`src/rtl/ctr_defs.vh`:
```
// rtl/ctr_defs.vh - shared counter defaults and saturate-mode encodings
`ifndef CTR_DEFS_VH
`define CTR_DEFS_VH
`define CTR_DEFS_WIDTH 5
`define CTR_DEFS_MOD   32
`define CTR_DEFS_WRAP  0
`define CTR_DEFS_SAT   1
`endif

```
`src/rtl/param_updown_ctr_pkg.sv`:
```
// rtl/param_updown_ctr_pkg.sv - counter defaults, mode encodings and parameter check
package param_updown_ctr_pkg;
`include "ctr_defs.vh"

    localparam int CTR_DEF_WIDTH = `CTR_DEFS_WIDTH;
    localparam int CTR_DEF_MOD   = `CTR_DEFS_MOD;
    localparam int CTR_WRAP      = `CTR_DEFS_WRAP;
    localparam int CTR_SAT       = `CTR_DEFS_SAT;

    function automatic bit ctr_mod_ok(input int width, input int modulus);
        return (modulus >= 2) && (longint'(modulus) <= (longint'(1) << width));
    endfunction
endpackage

```
`src/rtl/ctr_next.sv`:
```
// rtl/ctr_next.sv - next-count and terminal-count logic for the up/down counter
module ctr_next
    import param_updown_ctr_pkg::*;
#(
    parameter int WIDTH    = CTR_DEF_WIDTH,
    parameter int MOD      = CTR_DEF_MOD,
    parameter int SATURATE = CTR_WRAP
) (
    input  logic [WIDTH-1:0] out_i,
    input  logic             up_i,
    input  logic             en_i,
    input  logic             load_i,
    input  logic [WIDTH-1:0] load_val_i,
    output logic [WIDTH-1:0] next_o,
    output logic             tc_o
);
    localparam logic [WIDTH-1:0] MAX_VAL = WIDTH'(MOD - 1);
    localparam int unsigned      MOD_U   = MOD;

    logic at_max;
    logic at_zero;
    logic load_oor;

    assign at_max   = (out_i == MAX_VAL);
    assign at_zero  = (out_i == '0);
    assign load_oor = (32'(load_val_i) >= MOD_U);
    assign tc_o     = en_i & ~load_i & ((up_i & at_max) | (~up_i & at_zero));

    always_comb begin
        next_o = out_i;
        if (load_i) begin
            next_o = load_oor ? MAX_VAL : load_val_i;
        end else if (en_i) begin
            // At a bound the saturate mode picks between holding and wrapping.
            if (up_i) begin
                if (at_max) next_o = (SATURATE == CTR_SAT) ? MAX_VAL : '0;
                else        next_o = out_i + WIDTH'(1);
            end else begin
                if (at_zero) next_o = (SATURATE == CTR_SAT) ? '0 : MAX_VAL;
                else         next_o = out_i - WIDTH'(1);
            end
        end
    end
endmodule

```
`src/rtl/param_updown_ctr.sv`:
```
// rtl/param_updown_ctr.sv - modulo-N up/down counter with load, terminal count and overflow pulse
module param_updown_ctr
    import param_updown_ctr_pkg::*;
#(
    parameter int WIDTH    = CTR_DEF_WIDTH,
    parameter int MOD      = CTR_DEF_MOD,
    parameter int SATURATE = CTR_WRAP
) (
    input  logic             clk,
    input  logic             rst,
    input  logic             en,
    input  logic             up,
    input  logic             load,
    input  logic [WIDTH-1:0] load_val,
    output logic [WIDTH-1:0] out,
    output logic             tc,
    output logic             ovf
);
    logic [WIDTH-1:0] out_q;
    logic [WIDTH-1:0] out_d;
    logic             ovf_q;
    logic             ovf_d;

    if (!ctr_mod_ok(WIDTH, MOD)) begin : g_bad_mod
        $error("param_updown_ctr: MOD=%0d outside 2..2**WIDTH (WIDTH=%0d)", MOD, WIDTH);
    end

    ctr_next #(
        .WIDTH    (WIDTH),
        .MOD      (MOD),
        .SATURATE (SATURATE)
    ) u_next (
        .out_i      (out_q),
        .up_i       (up),
        .en_i       (en),
        .load_i     (load),
        .load_val_i (load_val),
        .next_o     (out_d),
        .tc_o       (tc)
    );

    // ovf marks the edge on which a boundary was crossed or held.
    assign ovf_d = tc;

    always_ff @(posedge clk or negedge rst) begin
        if (!rst) begin
            out_q <= '0;
            ovf_q <= 1'b0;
        end else begin
            out_q <= out_d;
            ovf_q <= ovf_d;
        end
    end

    assign out = out_q;
    assign ovf = ovf_q;
endmodule
```
`config.mk`:
```
export PLATFORM = sky130hd
export DESIGN_NAME = param_updown_ctr
export DESIGN_NICKNAME = d
export VERILOG_FILES = /design/src/rtl/param_updown_ctr_pkg.sv /design/src/rtl/ctr_next.sv /design/src/rtl/param_updown_ctr.sv
export VERILOG_INCLUDE_DIRS = /design/src /design/src/rtl
export SDC_FILE = /design/constraint.sdc
export NUM_CORES = 1
export LEC_CHECK = 0
export CAP_MARGIN = 20
export CORE_AREA = 2 2 39 41
export CTS_CLUSTER_SIZE = 25
export DETAILED_ROUTE_END_ITERATION = 6
export DIE_AREA = 0 0 41 43
export GPL_TIMING_DRIVEN = 0
export HOLD_SLACK_MARGIN = 0.02
export PLACE_DENSITY = 0.67
export SLEW_MARGIN = 25
export SYNTH_ARGS = -nofsm -noshare
export SYNTH_HDL_FRONTEND = slang
export SYNTH_SLANG_ARGS = --single-unit
```
`constraint.sdc`:
```
create_clock -name clk -period 4.6 [get_ports clk]
set_input_delay 0.92 -clock clk [delete_from_list [all_inputs] [get_ports clk]]
set_output_delay 0.92 -clock clk [all_outputs]
set_load 0.005 [all_outputs]
```
Word level (Yosys, flattened, before mapping)
Index checks and enable logic that the tools add are counted.
{"block": "op_classes", "reduce_logical": 2, "mux": 5, "bitwise": 7, "n_eq_ne": 1, "addsub": 2}
{"op": "5-bit two-way mux", "n": 5}
{"op": "5-bit by 1-bit adder with 5-bit output, second input constant", "n": 1}
{"op": "5-bit equality test, second input constant", "n": 1}
{"op": "5-bit zero test", "n": 1}
{"op": "5-bit by 1-bit subtractor with 5-bit output, second input constant", "n": 1}
{"op": "1-bit bitwise AND", "n": 4}
{"op": "1-bit inverter", "n": 2}
{"op": "2-bit nonzero test", "n": 1}
{"op": "1-bit bitwise OR", "n": 1}
{"block": "word_totals", "elab_cells": 19, "inputBits": 10, "output_inout_bits": 7, "reg_bits": 6}

Logic depth before layout (Yosys ltp)
{"block": "logic_depth", "depth_word": 5, "depth_mapped": 7, "mapped_depth_nobuf": 7}

Hierarchy
From an unflattened synthesis, not the netlist that was laid out.
{"block": "hier_totals", "hier_cells": 50, "hier_area_um2": 449.2}
{"module": "ctr_next", "n_inst": 1, "cells_each": 44, "seq_area_each_um2": 0.0, "area_each_um2": 299.0}
{"module": "param_updown_ctr", "n_inst": 1, "cells_each": 6, "seq_area_each_um2": 150.1, "area_each_um2": 150.1}

Least setup slack after synthesis
No wires, ideal clock.
{"block": "synth_timing", "path_kind": "input to output", "from": "input up", "to": "output tc", "path_buffers": 1, "slack_ns": 2.024, "t_arrival_ns": 1.656, "stages": 4, "required_ns": 3.680, "cell_sequence": "buf_6 nor4_4 a21oi_1 nor3b_1"}
{"block": "synth_between", "elab_chain_cells": 4, "elab_cells_between_ends": 5, "classes_between": "5 x bitwise"}
{"element": "start: declaration", "line_no": "param_updown_ctr.sv:12", "text": "input logic up,"}
{"element": "1-bit inverter", "line_no": "ctr_next.sv:27", "text": "assign tc_o = en_i & ~load_i & ((up_i & at_max) | (~up_i & at_zero));"}
{"element": "1-bit bitwise AND", "line_no": "ctr_next.sv:27"}
{"element": "1-bit bitwise OR *", "line_no": "ctr_next.sv:27"}
{"element": "1-bit bitwise AND *", "line_no": "ctr_next.sv:27"}
{"element": "end: declaration", "line_no": "param_updown_ctr.sv:16", "text": "output logic tc,"}
Every way passes the cells marked *; elsewhere a longest branch is shown, timed or not.

Final worst setup path
{"block": "layout_timing", "from": "input en", "to": "output tc"}
{"block": "layout_between", "elab_chain_cells": 2}
{"element": "start: declaration", "line_no": "param_updown_ctr.sv:11", "text": "input logic en,"}
{"element": "1-bit bitwise AND (2 in a row)", "line_no": "ctr_next.sv:27"}
Every way passes these cells.

==> summary.txt <==
status: finished clean
kind of critical path: input port to output port
hpwl dp: 829 um
clk root buf: clkbuf_4
Cell Area, Synth: 517 um2
ANT cells: 0
CP max stage delay: 550 ps
routability cong.: 0.763
ys async rst share: 100%
CTS Buffer Depth: 2
total power: 0.178 mW
max_cap viols: 0
Syn Inst Count: 55
critical path required time: 3680 ps
GRT Util Overall: 15.2%
clk_lat worst skew: 240 ps
Post-synth EDFFs: 0
Critical Path, Cell by Cell: clkdlybuf4s50_1, buf_4, nor3b_1, clkdlybuf4s50_1
NumNets Final: 88
Final WS setup: 1270 ps
post-synth top area cell: dfrtp_1
final setup fails: 0
Synth Warn #: 0
Post-DRT Antenna Nets: 0
Placeable Area: 0.00138 mm2
first-pass GRT wire length: 1790 um
Final min period: 3330 ps
top area cells in the synthesized netlist: dfrtp_1, ha_1, o21ai_0
Multi-input gate area: 312 um2
clk slew on worst S/H paths: 40 ps
dpl ws: 1260 ps
crit path launch type: input port
Sequential Area: 150 um2
Die Ht: 43 um
initial antenna violation count: 0
largest net degree at the start of global routing: 11
TritonCTS clock tree: done
H-Tree Depth: 1
layout cells sized above 1: 16.4%
Slew @ Worst Pin: 306 ps
Fill cells: 146
area delta synth->final: 37.3%
syn avg cell area: 9.40 um2
setup bufs post-CTS: 0
Final Cycle Share: 72.3%
Max FO, Critical Path: 10
Setup Total Neg Slack: 0 ps
Syn Nets: 68
Hold Slack: 700 ps
fmax: 301 MHz
maximum vdd drop: 0.132 mV
post-CTS resize count: 0
kind of end point of the critical path: output port
Post-CTS Hold Fix Bufs: 0
DRC errors left: 0
max-slew headroom at the worst pin: 79.4%
CTS Sinks: 6
Pre-antenna DRT Iters: 4
Congestion Overflow GR: 0
CP max stage cell: clkdlybuf4s50_1
post-layout util: 51.3%
row cnt: 14
Leak Pwr: 0.321 nW
die area: 0.00176 mm2
Initial Utilization: 37.3%
PD cells: 250 mW/mm2
Die Wd: 41 um
Worst Path Buf+Inv: 3
number of buffers created by CTS: 3
port bufs: 15
Seq/Total Area, Yosys: 29.1%
share of the synthesized area in the top cell type: 29.1%
Commonest cells post-synth: dfrtp_1, inv_1, nand2_1, o21ai_0, ha_1
vias in the first global route: 424
vias per inst: 5.24
Synth Flop Type: dfrtp_1
Final Hold Fails: 0
Worst path most repeated cell: clkdlybuf4s50_1
hold crit path type: flop to flop
RSZ-0062 raised after global routing: false
Netlist cell types: 32
DRT Wirelength: 1090 um
Clock Skew: 2.37 ps
WP data arrival: 2410 ps
Routed WL per cell: 12.2 um
#FFs+latches synth: 6
Vias: 466
drt initial violations: 3
Final Max Slew Viols: 0
Top delay family on crit path: buffers and inverters
# IOs: 17
power by group:
part	total (mW)	internal, mW	switching (mW)
clock	0.0458	0.0293	0.0165
sequential	0.0706	0.0585	0.0121
combinational	0.0613	0.0366	0.0247
total	0.178	0.124	0.0532
cell usage in the layout (no fill, tap or decap), types with 2 or more instances in the layout:
| master | netlist | layout |
|---|---|---|
| clkdlybuf4s50_1 | 0 | 15 |
| dfrtp_1 | 6 | 6 |
| a31oi_1 | 2 | 2 |
| nand2_1 | 5 | 5 |
| inv_1 | 6 | 6 |
| mux2i_1 | 2 | 2 |
| ha_1 | 3 | 3 |
| o21ai_0 | 5 | 5 |
| clkbuf_4 | 0 | 3 |
| a21oi_1 | 2 | 2 |
logic make-up (layout without fill, tap and decap cells):
group	after synthesis	after routing	synth area share (%)
AND/OR/NAND/NOR	16	16	22.8
buffers and inverters	9	27	10.7
XOR/XNOR	2	2	3.39
flip-flops	6	6	29.1
AO/OA/AOI/OAI	17	17	23.0
adder cells (fa/ha/maj)	3	3	7.26
multiplexers	2	2	3.87
path summary, 6_finish.rpt:
| path | start | to | slack, ps | cells past startpoint |
|---|---|---|---|---|
| setup / recovery | en | tc | 1270 | 4 |
| hold / removal | out[3] | out[3] | 700 | 2 |
| setup reg to reg | out[0] | out[2] | 2600 | 7 |
| hold reg to reg | out[3] | out[3] | 700 | 2 |
| max in group asynchronous | rst | out[4] | 3460 | 1 |
| min in group asynchronous | rst | out[1] | 920 | 1 |
flip-flops by register name, indices dropped and copies added (netlist names):
name	cells
out	5
ovf	1
layer usage:
layer	routed length, um	vias up	GRT usage (%)
met2	512	8	20.9
met4	9	0	12.0
met1	528	217	20.5
li1	-	239	-
met3	39	2	1.57
met5	0	-	0
tightest hold or removal path, delay by kind of cell (launching register included):
kind | cells | cell delay (ps)
DFF | 1 | 470
AOI/OAI and AO/OA | 1 | 90
and+or+nand+nor | 1 | 100
stage by stage:
stage / area (um2) / std cells
after CTS: 709 / 89
after global placement: 687 / 86
after global routing: 709 / 89
after detailed placement: 687 / 86
after floorplan: 517 / 55
final: 709 / 89
layout make-up:
class	count	share of cell area, %
flip-flops and latches	6	21.2
inverters	6	3.17
multi-input cells	40	43.9
plain buffers	3	4.59
clock buffers	3	3.17
well taps	16	2.82
repair buffers	15	21.2
(Power assumes the default switching activity.)
